**src/rtl/lsu_pkg.sv**
```systemverilog
// rtl/lsu_pkg.sv - shared funct3 codes, state and error encodings for the load/store unit
package lsu_pkg;

    localparam logic [2:0] F3_LB  = 3'b000;
    localparam logic [2:0] F3_LH  = 3'b001;
    localparam logic [2:0] F3_LW  = 3'b010;
    localparam logic [2:0] F3_LBU = 3'b100;
    localparam logic [2:0] F3_LHU = 3'b101;
    localparam logic [2:0] F3_SB  = 3'b000;
    localparam logic [2:0] F3_SH  = 3'b001;
    localparam logic [2:0] F3_SW  = 3'b010;

    typedef enum logic [1:0] {
        ST_IDLE = 2'd0,
        ST_REQ  = 2'd1,
        ST_DONE = 2'd2
    } state_e;

    typedef enum logic [1:0] {
        ERR_OK       = 2'b00,
        ERR_MISALIGN = 2'b01,
        ERR_TIMEOUT  = 2'b10,
        ERR_ILLEGAL  = 2'b11
    } err_e;

    // Illegal funct3 takes priority over misalignment.
    function automatic err_e check_access(input logic is_store, input logic [2:0] funct3,
                                          input logic [1:0] off);
        logic legal;
        if (is_store) begin
            legal = (funct3 == F3_SB) || (funct3 == F3_SH) || (funct3 == F3_SW);
        end else begin
            legal = (funct3 == F3_LB) || (funct3 == F3_LH) || (funct3 == F3_LW) ||
                    (funct3 == F3_LBU) || (funct3 == F3_LHU);
        end
        if (!legal) return ERR_ILLEGAL;
        if ((funct3[1:0] == 2'b01) && off[0]) return ERR_MISALIGN;
        if ((funct3[1:0] == 2'b10) && (off != 2'b00)) return ERR_MISALIGN;
        return ERR_OK;
    endfunction

endpackage

```
**src/rtl/lsu_align.sv**
```systemverilog
// rtl/lsu_align.sv - byte-lane steering: byte enables, replicated store data, extended load data
module lsu_align
    import lsu_pkg::*;
(
    input  logic [2:0]  funct3_in,
    input  logic [1:0]  off_in,
    input  logic [31:0] store_data_in,
    input  logic [31:0] rdata_in,
    output logic [3:0]  be_out,
    output logic [31:0] wdata_out,
    output logic [31:0] load_val_out
);

    logic [7:0]  byte_lane;
    logic [15:0] half_lane;
    logic        sign_ext;

    always_comb begin
        byte_lane    = rdata_in[7:0];
        half_lane    = off_in[1] ? rdata_in[31:16] : rdata_in[15:0];
        sign_ext     = ~funct3_in[2];
        be_out       = 4'b1111;
        wdata_out    = store_data_in;
        load_val_out = rdata_in;

        case (off_in)
            2'd1:    byte_lane = rdata_in[15:8];
            2'd2:    byte_lane = rdata_in[23:16];
            2'd3:    byte_lane = rdata_in[31:24];
            default: byte_lane = rdata_in[7:0];
        endcase

        case (funct3_in[1:0])
            2'b00: begin
                be_out       = 4'b0001 << off_in;
                wdata_out    = {4{store_data_in[7:0]}};
                load_val_out = {{24{sign_ext & byte_lane[7]}}, byte_lane};
            end
            2'b01: begin
                be_out       = 4'b0011 << off_in;
                wdata_out    = {2{store_data_in[15:0]}};
                load_val_out = {{16{sign_ext & half_lane[15]}}, half_lane};
            end
            default: begin
                be_out       = 4'b1111;
                wdata_out    = store_data_in;
                load_val_out = rdata_in;
            end
        endcase
    end

endmodule

```
**src/rtl/load_store_unit.sv**
```systemverilog
// rtl/load_store_unit.sv - RV32I memory stage: one load or store per start over a req/ack port
module load_store_unit
    import lsu_pkg::*;
#(
    parameter int TIMEOUT_CYCLES = 255
) (
    input  logic        clk_in,
    input  logic        rst_n_in,
    input  logic        start_in,
    input  logic        is_store_in,
    input  logic [2:0]  funct3_in,
    input  logic [31:0] addr_in,
    input  logic [31:0] store_data_in,
    output logic        busy_out,
    output logic        done_out,
    output logic [31:0] load_data_out,
    output logic [1:0]  err_out,
    output logic        mem_req_out,
    output logic        mem_we_out,
    output logic [31:0] mem_addr_out,
    output logic [3:0]  mem_be_out,
    output logic [31:0] mem_wdata_out,
    input  logic [31:0] mem_rdata_in,
    input  logic        mem_ack_in
);

    localparam logic [7:0] CNT_LAST = 8'(TIMEOUT_CYCLES - 1);

    state_e      state_q, state_d;
    logic        is_store_q, is_store_d;
    logic [2:0]  funct3_q, funct3_d;
    logic [31:0] addr_q, addr_d;
    logic [31:0] store_data_q, store_data_d;
    logic [31:0] load_data_q, load_data_d;
    logic [1:0]  err_q, err_d;
    logic [7:0]  cnt_q, cnt_d;

    err_e        acc_err;
    logic        in_req;
    logic [3:0]  be;
    logic [31:0] wdata;
    logic [31:0] load_val;

    assign acc_err = check_access(is_store_in, funct3_in, addr_in[1:0]);

    lsu_align u_align (
        .funct3_in     (funct3_q),
        .off_in        (addr_q[1:0]),
        .store_data_in (store_data_q),
        .rdata_in      (mem_rdata_in),
        .be_out        (be),
        .wdata_out     (wdata),
        .load_val_out  (load_val)
    );

    always_ff @(posedge clk_in or negedge rst_n_in) begin
        if (!rst_n_in) begin
            state_q      <= ST_IDLE;
            is_store_q   <= 1'b0;
            funct3_q     <= '0;
            addr_q       <= '0;
            store_data_q <= '0;
            load_data_q  <= '0;
            err_q        <= '0;
            cnt_q        <= '0;
        end else begin
            state_q      <= state_d;
            is_store_q   <= is_store_d;
            funct3_q     <= funct3_d;
            addr_q       <= addr_d;
            store_data_q <= store_data_d;
            load_data_q  <= load_data_d;
            err_q        <= err_d;
            cnt_q        <= cnt_d;
        end
    end

    always_comb begin
        state_d      = state_q;
        is_store_d   = is_store_q;
        funct3_d     = funct3_q;
        addr_d       = addr_q;
        store_data_d = store_data_q;
        load_data_d  = load_data_q;
        err_d        = err_q;
        cnt_d        = cnt_q;

        case (state_q)
            ST_IDLE: begin
                if (start_in) begin
                    is_store_d   = is_store_in;
                    funct3_d     = funct3_in;
                    addr_d       = addr_in;
                    store_data_d = store_data_in;
                    cnt_d        = '0;
                    if (acc_err != ERR_OK) begin
                        err_d   = acc_err;
                        state_d = ST_DONE;
                    end else begin
                        state_d = ST_REQ;
                    end
                end
            end
            ST_REQ: begin
                cnt_d = cnt_q + 8'd1;
                if (mem_ack_in) begin
                    if (!is_store_q) load_data_d = load_val;
                    err_d   = ERR_OK;
                    state_d = ST_DONE;
                end else if (cnt_q == CNT_LAST) begin
                    err_d   = ERR_TIMEOUT;
                    state_d = ST_DONE;
                end
            end
            ST_DONE: state_d = ST_IDLE;
            default: state_d = ST_IDLE;
        endcase
    end

    // Memory-side outputs are decoded from state so reset drops them immediately.
    assign in_req        = (state_q == ST_REQ);
    assign busy_out      = (state_q != ST_IDLE);
    assign done_out      = (state_q == ST_DONE);
    assign load_data_out = load_data_q;
    assign err_out       = err_q;
    assign mem_req_out   = in_req;
    assign mem_we_out    = in_req & is_store_q;
    assign mem_addr_out  = in_req ? {addr_q[31:2], 2'b00} : '0;
    assign mem_be_out    = in_req ? be : '0;
    assign mem_wdata_out = in_req ? wdata : '0;

endmodule
```
**config.mk**
```make
export PLATFORM = sky130hd
export DESIGN_NAME = load_store_unit
export DESIGN_NICKNAME = d
export VERILOG_FILES = /design/src/rtl/lsu_pkg.sv /design/src/rtl/lsu_align.sv /design/src/rtl/load_store_unit.sv
export SDC_FILE = /design/constraint.sdc
export NUM_CORES = 1
export LEC_CHECK = 0
export CAP_MARGIN = 40
export CORE_MARGIN = 2
export CORE_UTILIZATION = 45
export DETAILED_ROUTE_END_ITERATION = 10
export GPL_TIMING_DRIVEN = 1
export MAX_ROUTING_LAYER = met4
export PLACE_DENSITY = 0.89
export REMOVE_ABC_BUFFERS = 1
export SYNTH_ARGS = -nofsm -noshare
export SYNTH_HDL_FRONTEND = slang
export SYNTH_SLANG_ARGS = --single-unit
```
**constraint.sdc**
```tcl
create_clock -name clk_in -period 2.1 [get_ports clk_in]
set_input_delay 0.315 -clock clk_in [delete_from_list [all_inputs] [get_ports clk_in]]
set_output_delay 0.315 -clock clk_in [all_outputs]
set_load 0.01 [all_outputs]
```
# Word level (Yosys, flattened, before mapping)

Cells that the tools add are included.

Bits of input ports: 104
Output and inout port bits: 106
Bits in registers: 112
Word-level logic and storage cells: 81

Equal/unequal tests: 16
Bitwise gates (word level): 5
Add/sub/neg operators: 1
Reductions and logical operators: 18
Shifts and indexed selects: 2
Mux-type cells: 31

Operators with widths:

| cell                  | count |
|---|---|
| $pmux W32 S2          | 2 |
| $mux W32              | 2 |
| $mux W2               | 13 |
| $pmux W8 S3           | 1 |
| $mux W16              | 1 |
| $pmux W8 S2           | 1 |
| $add A8 B1 Y8 const B | 1 |
| $eq A2 B1 Y1 const B  | 4 |
| $eq A2 B2 Y1 const B  | 4 |
| $eq A8 B8 Y1 const B  | 1 |
| $mux W8               | 1 |
| $pmux W2 S2           | 2 |
| $pmux W4 S2           | 1 |
| $reduce_bool A2 Y1    | 4 |
| $eq A3 B3 Y1 const B  | 2 |
| $mux W1               | 6 |
| $reduce_and A2 Y1     | 3 |
| $logic_not A2 Y1      | 2 |
| $logic_or A1 B1 Y1    | 4 |
| $mux W4               | 1 |
| $ne A2 B2 Y1 const B  | 2 |
| $reduce_and A4 Y1     | 1 |
| $shl A1 B2 Y4 const A | 1 |
| $shl A2 B2 Y4 const A | 1 |
| 8 further kinds       | 12 |

# Longest topological paths before layout

Gate-level depths: netlist (run 1).

Depth after elaboration: 16
Depth in mapped cells: 8
Depth with buffers taken out: 6

# Hierarchy

From an unflattened synthesis (run 1), not the netlist that was laid out.

Cells, all modules: 707
Area total of the unflattened synthesis: 6,446.2 sq um

Modules (own cells, without submodules):

| module          | area each (sq um) | times used | sequential area each (sq um) | cells each |
|---|---|---|---|---|
| load_store_unit | 4,991.0           | 1          | 2,802.7                      | 496 |
| lsu_align       | 1,455.1           | 1          | 0.0                          | 211 |

# Least setup slack after synthesis (run 1)

Ideal clock, no wire load.

Path kind: reg2reg
Start point: register addr_q[1]
End point: register load_data_q[17], in the netlist load_data_out[17]
Path buffers: 3
Slack: 0.355 ns
Period minus slack after synthesis: 1.745 ns
Arrival: 1.677 ns
Cell stages (with the launch flop): 8
Cell sequence: dfrtp_1 -> buf_6 -> mux4_2 -> mux2i_1 -> or4_1 -> buf_6 -> buf_12 -> nand3_2

Word-level cells in the longest chain between the ends: 4
Elaborated cells on any way between the ends: 8
Classes of those cells: eq/ne: 3; mux: 3; bitwise: 2

RTL lines:

| item                                                | RTL line              | text |
|---|---|---|
| from (decl)                                         | load_store_unit.sv:32 | `logic [31:0] addr_q, addr_d;` |
| from (signal assigned)                              | load_store_unit.sv:70 | `addr_q <= addr_d;` |
| $eq A2 B2 Y1 / $eq A2 B1 Y1 (equally long branches) | lsu_align.sv:26       | `case (off_in)` |
| $pmux W8 S3                                         | lsu_align.sv:26       |  |
| $and A1 B1 Y1                                       | lsu_align.sv:37       | `load_val_out = {{24{sign_ext & byte_lane[7]}}, byte_lane};` |
| $pmux W32 S2 (*)                                    | lsu_align.sv:33       | `case (funct3_in[1:0])` |
| to (signal assigned)                                | load_store_unit.sv:72 | `load_data_q <= load_data_d;` |
| to (decl)                                           | load_store_unit.sv:34 | `logic [31:0] load_data_q, load_data_d;` |

Mark *: on every way between the ends. The rest lies on a longest branch, timed or not.
A chain may end at the register's enable or synchronous reset.

# Worst setup path after layout (run 1)

Start point: register state_q[1]
End point: output mem_addr_out[4]

Word-level cells in the longest chain between the ends: 2

RTL lines:

| item                   | RTL line               | text |
|---|---|---|
| from (decl)            | load_store_unit.sv:29  | `state_e state_q, state_d;` |
| from (signal assigned) | load_store_unit.sv:67  | `state_q <= state_d;` |
| $eq A2 B1 Y1           | load_store_unit.sv:121 | `assign in_req = (state_q == ST_REQ);` |
| $mux W32               | load_store_unit.sv:128 | `assign mem_addr_out = in_req ? {addr_q[31:2], 2'b00} : '0;` |
| to (decl)              | load_store_unit.sv:20  | `output logic [31:0] mem_addr_out,` |

No other way between the ends.

==> results.ini, run 1 <==
[status]
status = complete, no violations

[timing]
finalCritPeriodShare_pct = 97.22
maxSlewViolCount = 0
worstMarginPinSlew_ps = 616.3
min_period_ps = 2042
hold_violations = 0
fmax_mhz = 489.8
setup_violations = 0
skew_ps = 12.31
slew_headroom_pct = 58.92

[power_and_ir_drop]
p_sw_share_pct = 40.52
switchingPower_w = 0.004684
power_frac_comb_pct = 51.6
p_seq_share_pct = 33.1
powerDensity_nw_per_um2 = 1366
pwr-share-clk_pct = 15.3
p_leak_nw = 4.312
p_int_w = 0.006876
vdd.ir_drop.worst_v = 0.0006394

[flow_run]
maxCapViolCount = 0

[synthesis]
ys_warn_count = 0
synth_area_per_cell_um2 = 8.288
ys.flop_type = dfrtp_1
synthDominantCellAreaShare_pct = 49.08
ys_top_cells_by_count = nand2_1, dfrtp_1, nor2_1, a21oi_1, and2_1
synth_top_area_cell = dfrtp_1
async_flop_share_pct = 100.0
seq_area_frac_synth_pct = 49.08
syn_area_um2 = 5710
synth_seq_cells = 112
synth_edf_count = 0
synthDistinctLibCells = 44
ys_top_cells_by_area = dfrtp_1, nand2_1, and2_1
synth_cells = 689
yosysMostFrequentCell = nand2_1

[die]
chipHeight_um = 116.7
num_rows = 41
initial_utilization_pct = 45.62
die-width_um = 116.7
dieArea_um2 = 13610
ios = 210
design.core.area_um2 = 12520

[grt]
grt_pass1_wl_um = 27860
grt_pass1_vias = 5571
gr-usage-all-layers_pct = 27.71
antenna_found_initial = 0
grt_max_degree = 45
overflow = 0

[finish]
drive_gt1_share_pct = 11.76
register_area_um2 = 2804
nFillCells = 1044
synthToLayoutAreaGrowth_pct = 48.18
insertedDiodeCount = 0
nets = 1019
final_cell_area_um2 = 8462
multi_input_area_um2 = 2683
final_util_pct = 67.60

[critical_path]
r2r_end = load_data_out[28]
crit_family = buffers and inverters
required_ps = 1780
path_cells = nand2b_4 > inv_4 > buf_4 > buf_8 > buf_4 > and2_1 > clkdlybuf4s15_1
r2r_start = state_q[1]
cp-end-kind = output pin
critPathBufInv = 5
cp_slowest_stage_delay_ps = 400
start_kind = flip-flop
crit_end = mem_addr_out[4]
reg2reg_depth = 8
cp_max_fo = 9
cp_common_cell = buf_4
cp_slowest_cell = dfrtp_1
startpoint = state_q[1]
crit_type = reg -> out
cp_data_arrival_time_ps = 1730
cp.depth = 7
rrSetupSlack_ps = 260

[route]
drtIter0Drc = 541
ant_nets = 0
drc = 0
routed_wl_um = 18000
vias = 5739
drtPass1Iterations = 7
wl_per_cell_um = 16.52
viasPerCell = 5.265

[clock_tree]
numCtsBuffers = 9
clock_sinks = 112
path_clk_slew_ps = 80
clk_latency_ps = 360
htreeDepth = 3
cts_root_buf = clkbuf_16
tritoncts = done
cts_max_path_buffers = 2

[placed_design]
dp_hpwl_um = 12980
port_buffers = 207
routabilityCongestion = 0.9420
postPlaceCellArea_um2 = 8133

[worst_hold_path]
worstHoldPathType = reg -> reg

==> final cells by class <==
class / instances / share of cell area, %
multi-input cells: 522 / 31.70
repair buffers: 261 / 28.70
inverters: 7 / 0.3401
clock inverters: 6 / 0.8724
flip-flops and latches: 112 / 33.14
well taps: 172 / 2.543
clock buffers: 10 / 2.706
==> sequential cells by signal, indices dropped and copies added (netlist names) <==
name	count
cnt_q	8
is_store_q	1
load_data_out	32
store_data_q	32
funct3_q	3
state_q	2
addr_q	32
err_out	2
==> cell families after synthesis <==
group           synth area share [%]
mux                            3.922
buf+inv                        4.448
flops                          49.08
other cells                  0.06567
fa+ha+maj                     0.4381
simple gates                   31.66
compound gates                 10.39
==> worst min path at each step <==
stage / start / end / slack, ps / depth (start not counted)
3_5_place_dp: rst_n_in / load_data_out[5] / 370 / 1
5_1_grt: store_data_in[28] / store_data_q[28] / 460 / 3
2_1_floorplan: rst_n_in / addr_q[0] / 20 / 0
4_1_cts: store_data_in[28] / store_data_q[28] / 460 / 3
3_3_place_gp: rst_n_in / load_data_out[5] / 360 / 1
6_report: addr_q[12] / addr_q[12] / 470 / 2
==> cell usage in the layout (no fill, tap or decap), drive strengths merged, types with 6 or more instances in the layout <==
cell and instances:
buf 54, and2 39, nand2 244, clkbuf 28
mux2i 19, dfrtp 112, a21o 6, a211o 9
o21ai 17, inv 10, a21oi 39, o31ai 7
a22oi 7, clkdlybuf4s50 137, nor2 48, dlygate4sd2 46
nand3b 7, nand3 38
==> worst min-delay path, cell delays in order, from the launching register on <==
cell and delay, ps:
dfrtp_1 340, nand2_1 50, nand2_1 50
==> metal layers <==
metal | share of wire, % | GRT usage [%]
met5 | 0 | -
met4 | 2.1 | 8.627
met3 | 9.7 | 7.784
met2 | 47 | 44.73
met1 | 41 | 34.00
==> power by group through the flow <==
stage / Sequential [W] / Combinational, W / Clock [W]
2_1_floorplan: 0.00397 / 0.00272 / 0
3_3_place_gp: 0.00380 / 0.00576 / 0
3_5_place_dp: 0.00382 / 0.00593 / 0
4_1_cts: 0.00381 / 0.00597 / 0.00181
5_1_grt: 0.00395 / 0.00660 / 0.00190
6_report: 0.00382 / 0.00597 / 0.00177
==> through the flow <==
stage	setup slack [ps]	hold WS (ps)	total power (W)	instances	TNS (ps)
floorplan	-2767	19.41	0.006690	641	-222020
global placement	-30.00	364.0	0.009560	1062	-30.00
global route	-1.168	462.9	0.01245	1090	-1.168
detailed placement	-81.00	367.1	0.009756	1062	-81.00
CTS	1.246	458.1	0.01158	1088	0
finish	58.40	469.7	0.01156	1090	0
==> what timing repair did <==
item / CTS / global route
gates cloned: 1 / 0
gates resized for setup: 78 / 41
hold buffers: 1 / 0
hold endpoints to repair: 40 / 0
pin swaps: 0 / 0
buffers inserted: 8 / 2
setup endpoints to repair: 68 / 24
No activity file was read; power rests on OpenSTA's default activity.
==> inputs of run 2 (changes only) <==
--- a/config.mk
+++ b/config.mk
@@ -7,11 +7,11 @@
 export LEC_CHECK = 0
 export CAP_MARGIN = 40
 export CORE_MARGIN = 2
-export CORE_UTILIZATION = 45
+export CORE_UTILIZATION = 42
 export DETAILED_ROUTE_END_ITERATION = 10
 export GPL_TIMING_DRIVEN = 1
 export MAX_ROUTING_LAYER = met4
-export PLACE_DENSITY = 0.89
+export PLACE_DENSITY = 0.84
 export REMOVE_ABC_BUFFERS = 1
 export SYNTH_ARGS = -nofsm -noshare
 export SYNTH_HDL_FRONTEND = slang
==> run 2 against run 1 <==
  * Sequential share of layout area increased by 0.15 points
  * Die area increased by 6.9%
  * Combinational power decreased by 3%
  * First-iteration DRC count decreased by 3.1%
  * Final area decreased by 0.40%
  * Setup slack improved by 32 ps
  * Critical path depth unchanged
  * Highest routed layer unchanged
  * Utilization decreased by 4.0 points
  * Power decreased by 2.0%
==> results.ini, run 2 (synthesis results as in run 1) <==
[flow_run]
maxCapViolCount = 0

[timing]
maxSlewViolCount = 0
skew_ps = 14.48
rsz0062_at_grt = no
finalCritPeriodShare_pct = 95.71
setup_violations = 0
hold_violations = 0
setup_slack_ps = 90.10
setup_tns_ps = 0
fmax_mhz = 497.5
min_period_ps = 2010

[power_and_ir_drop]
power.total_w = 0.01132
vdd.ir_drop.worst_v = 0.0006422
switchingPower_w = 0.004516
p_int_w = 0.006808
p_sw_share_pct = 39.88
power_frac_comb_pct = 51.0
pwr-share-clk_pct = 15.5
powerDensity_nw_per_um2 = 1344
p_seq_share_pct = 33.5
p_leak_nw = 4.289

[grt]
overflow = 0
grt_pass1_wl_um = 27830
grt_max_degree = 50
gr-usage-all-layers_pct = 24.97
grt_pass1_vias = 5468
antenna_found_initial = 0

[clock_tree]
clock_sinks = 112
clk_latency_ps = 360
cts_max_path_buffers = 2
numCtsBuffers = 9
htreeDepth = 3
tritoncts = done
path_clk_slew_ps = 80
cts_root_buf = clkbuf_16

[route]
highest_layer = met4
viasPerCell = 5.229
wl_per_cell_um = 16.17
routed_wl_um = 17480
drtIter0Drc = 524
ant_nets = 0
drc = 0
wl_met3_um = 1580
drtPass1Iterations = 5
drt-met1-wl_um = 7543
vias = 5653
wl_met2_um = 8065

[die]
num_rows = 42
chipHeight_um = 120.6
ios = 210
dieArea_um2 = 14550
die-width_um = 120.6
initial_utilization_pct = 43.12
design.core.area_um2 = 13240

[critical_path]
start_kind = flip-flop
cp-end-kind = output pin
crit_type = reg -> out
rrSetupSlack_ps = 310
required_ps = 1780
cp_max_fo = 5
reg2reg_depth = 6
cp_data_arrival_time_ps = 1690

[finish]
final_cell_mix = nand2_1, clkdlybuf4s50_1, dfrtp_1, dlygate4sd2_1, nor2_1
synthToLayoutAreaGrowth_pct = 47.59
drive_gt1_share_pct = 8.729
insertedDiodeCount = 0
nets = 1007
final_common_cell = nand2_1
final_cell_area_um2 = 8428

[placed_design]
routabilityCongestion = 0.8715
place_ws_ps = -32.17
postPlaceCellArea_um2 = 8115
port_buffers = 207
dp_hpwl_um = 12600

[worst_hold_path]
worstHoldPathType = in -> async

[status]
status = complete, no violations

-- run 2: cell count changes in the layout (fill, tap and decap cells not counted), sizes merged --
| cell | previous run | this run |
|---|---|---|
| clkinvlp | 2 | 0 |
| clkbuf | 28 | 19 |
| buf | 54 | 41 |
| clkdlybuf4s15 | 1 | 5 |
| dlygate4sd2 | 46 | 54 |
| inv | 10 | 8 |
| clkdlybuf4s50 | 137 | 138 |
-- run 2: area by class of cell --
type / instances / area [µm²]
fillers: 1138 / 4815
flip-flops and latches: 112 / 2805
multi-input cells: 522 / 2670
repair buffers: 249 / 2417
clock buffers: 13 / 250.2
well taps: 176 / 220.2
clock inverters: 2 / 38.79
inverters: 7 / 26.28
-- run 2: stage by stage --
| stage | instances | util [%] | hold slack, ps |
|---|---|---|---|
| global placement | 1058 | 61.28 | 298.1 |
| detailed placement | 1058 | 61.28 | 290.9 |
| floorplan | 641 | - | 19.41 |
| finish | 1081 | 63.64 | 462.9 |
| CTS | 1077 | 63.30 | 470.6 |
| global route | 1081 | 63.64 | 473.1 |
-- run 2: critical path, stage by stage (launching register included) --
cell and delay [ps]:
dfrtp_1 420, buf_6 140, buf_4 130, mux2i_1 180, nor2_1 50, a21oi_1 130
nor2_1 50, clkdlybuf4s15_1 230
-- run 2: repair_timing --
| action | CTS | global route |
|---|---|---|
| gates cloned | 0 | 1 |
| resized for setup | 74 | 19 |
| buffers inserted | 3 | 3 |
| hold endpoints to repair | 28 | 0 |
| hold buffers | 1 | 0 |
| setup endpoints to repair | 68 | 10 |
-- run 2: worst paths after layout --
path / from / end
min in group clk_in: addr_q[21] / addr_q[21]
worst min-delay path: rst_n_in / is_store_q
worst max register to register: funct3_q[0] / load_data_out[3]
worst min register to register: addr_q[21] / addr_q[21]
max in group asynchronous: rst_n_in / addr_q[1]
worst max-delay path: funct3_q[0] / mem_wdata_out[24]
-- run 2: power by group through the flow --
| stage | Clock, W | Sequential [W] | Combinational, W |
|---|---|---|---|
| after floorplan | 0 | 0.00397 | 0.00272 |
| after global placement | 0 | 0.00377 | 0.00576 |
| after detailed placement | 0 | 0.00380 | 0.00588 |
| after CTS | 0.00178 | 0.00379 | 0.00572 |
| after global routing | 0.00189 | 0.00392 | 0.00636 |
| final | 0.00175 | 0.00380 | 0.00578 |
-- run 2: per-layer routing --
layer	vias to the layer above	track usage (%)
li1	2681	-
met1	2699	32.44
met2	247	37.64
met3	26	7.500
met4	0	7.922
met5	-	-
==> inputs of run 3 (changes only) <==
--- a/config.mk
+++ b/config.mk
@@ -11,7 +11,7 @@
 export DETAILED_ROUTE_END_ITERATION = 10
 export GPL_TIMING_DRIVEN = 1
 export MAX_ROUTING_LAYER = met4
-export PLACE_DENSITY = 0.84
+export PLACE_DENSITY_LB_ADDON = 0.3
 export REMOVE_ABC_BUFFERS = 1
 export SYNTH_ARGS = -nofsm -noshare
 export SYNTH_HDL_FRONTEND = slang
==> run 3 against run 2 <==
  * Sequential power is essentially flat
  * Highest routed layer unchanged
  * Die area is the same
  * Routed wire length shrank 0.20%
  * Non-clock buffer count grew 2
  * Register-to-register slack lost 150 ps
  * Final cell count grew 0.28%
  * Largest power group unchanged
  * Critical path depth shrank 1
  * Global-route usage grew 0.47 points
  * Power grew 3.6%
==> results.ini, run 3 (synthesis results as in run 1) <==
[finish]
multi_input_area_um2 = 2681
register_area_um2 = 2805
insertedDiodeCount = 0
synthToLayoutAreaGrowth_pct = 49.21
final_cell_mix = nand2_1, clkdlybuf4s50_1, dfrtp_1, nor2_1, dlygate4sd2_1
nets = 1009
final_common_cell = nand2_1
drive_gt1_share_pct = 11.01
layout.cells.non_filler = 1084
nFillCells = 1197

[grt]
met1_usage_pct = 33.25
met2_usage_pct = 39.34
use_met3_pct = 5.896
overflow = 0
grt_pass1_vias = 5533
grt_max_degree = 54
gr-usage-all-layers_pct = 25.43
grt_pass1_wl_um = 28190
grt.busiest_layer = met2
antenna_found_initial = 0

[route]
routed_wl_um = 17440
viasPerCell = 5.117
drtPass1Iterations = 5
drc = 0
wl_per_cell_um = 16.09
drtIter0Drc = 411
ant_nets = 0
vias = 5547

[power_and_ir_drop]
power.total_w = 0.01173
powerDensity_nw_per_um2 = 1376
vdd.ir_drop.worst_v = 0.0005605
p_leak_nw = 4.290

[die]
die-width_um = 120.6
num_rows = 42
design.core.area_um2 = 13240
chipHeight_um = 120.6
initial_utilization_pct = 43.12
dieArea_um2 = 14550
ios = 210

[flow_run]
maxCapViolCount = 0

[placed_design]
placed_cells = 1055
routabilityCongestion = 0.8475
dp_hpwl_um = 11910
port_buffers = 207

[critical_path]
cp_data_arrival_time_ps = 1700
cp_max_fo = 11
cp-end-kind = output pin
required_ps = 1780
crit_type = reg -> out
start_kind = flip-flop

[timing]
min_period_ps = 2019
maxSlewViolCount = 0
setup_violations = 0
rsz0062_at_grt = no
fmax_mhz = 495.2
skew_ps = 6.227
finalCritPeriodShare_pct = 96.16
hold_violations = 0

[clock_tree]
tritoncts = done
cts_max_path_buffers = 2
numCtsBuffers = 9
path_clk_slew_ps = 70
cts_root_buf = clkbuf_16
clock_sinks = 112
htreeDepth = 3
clk_latency_ps = 350

[status]
status = complete, no violations

[worst_hold_path]
worstHoldPathType = in -> async

run 3: cell count changes in the layout (fill, tap and decap cells not counted), moves of 2 or more:
cell / delta
dlymetal6s2s_1: -2
clkdlybuf4s15_1: -4
bufbuf_16: +2
clkbuf_8: +2
clkbuf_2: +9
clkdlybuf4s15_2: +5
dlygate4sd2_1: -9
run 3: routing by layer:
metal  routed length, µm  vias to the layer above
met3                1523                       23
met2                8082                      219
li1                    -                     2677
met5                   0                        -
met4                 289                        0
met1                7547                     2628
run 3: where the power goes:
part / internal (W) / total [W] / leakage [nW] / switching, W
combinational: 0.00290 / 0.00601 / 2.74 / 0.00311
sequential: 0.00313 / 0.00380 / 1.39 / 0.000675
clock: 0.00115 / 0.00192 / 0.163 / 0.000769
run 3: timing repair:
action	in CTS	in global routing
gates cloned	3	0
endpoints found under the setup margin	68	23
gates resized for setup	96	30
hold buffers	1	0
setup buffers	6	3
hold endpoints to repair	32	0
run 3: final cells by class:
cell class,count,area share (%)
Sequential cell,112,32.92
Multi-Input combinational cell,522,31.47
Timing Repair Buffer,251,28.71
Clock buffer,14,3.216
Tap cell,176,2.584
Clock inverter,2,0.7048
Inverter,7,0.3965
run 3: stage by stage:
stage	hold slack, ps	setup slack (ps)	utilization (%)	instance area (µm²)	setup TNS, ps
final	459.5	80.71	64.34	8521	0
after global routing	481.0	0.3927	64.34	8521	0
after CTS	470.0	-2.258	64.56	8549	-2.258
after detailed placement	311.4	55.49	61.13	8095	0
after global placement	310.8	93.12	61.13	8095	0
after floorplan	19.41	-2767	-	5487	-222020
run 3: worst max-delay path, stage by stage, from the launching register on:
cell and delay (ps):
dfrtp_1 410, nand2b_4 120, inv_8 50, buf_4 120, bufbuf_16 270, and2_1 160
clkdlybuf4s15_2 230
run 3: final timing paths:
kind	start	to	slack, ps	cells after the start
worst max-delay path	state_q[0]	mem_wdata_out[4]	80	6
worst min-delay path	rst_n_in	load_data_out[0]	460	2
worst min register to register	addr_q[8]	addr_q[8]	470	2
min in group clk_in	addr_q[8]	addr_q[8]	470	2
worst max register to register	funct3_q[0]	load_data_out[1]	160	9
max in group asynchronous	rst_n_in	store_data_q[13]	1040	3
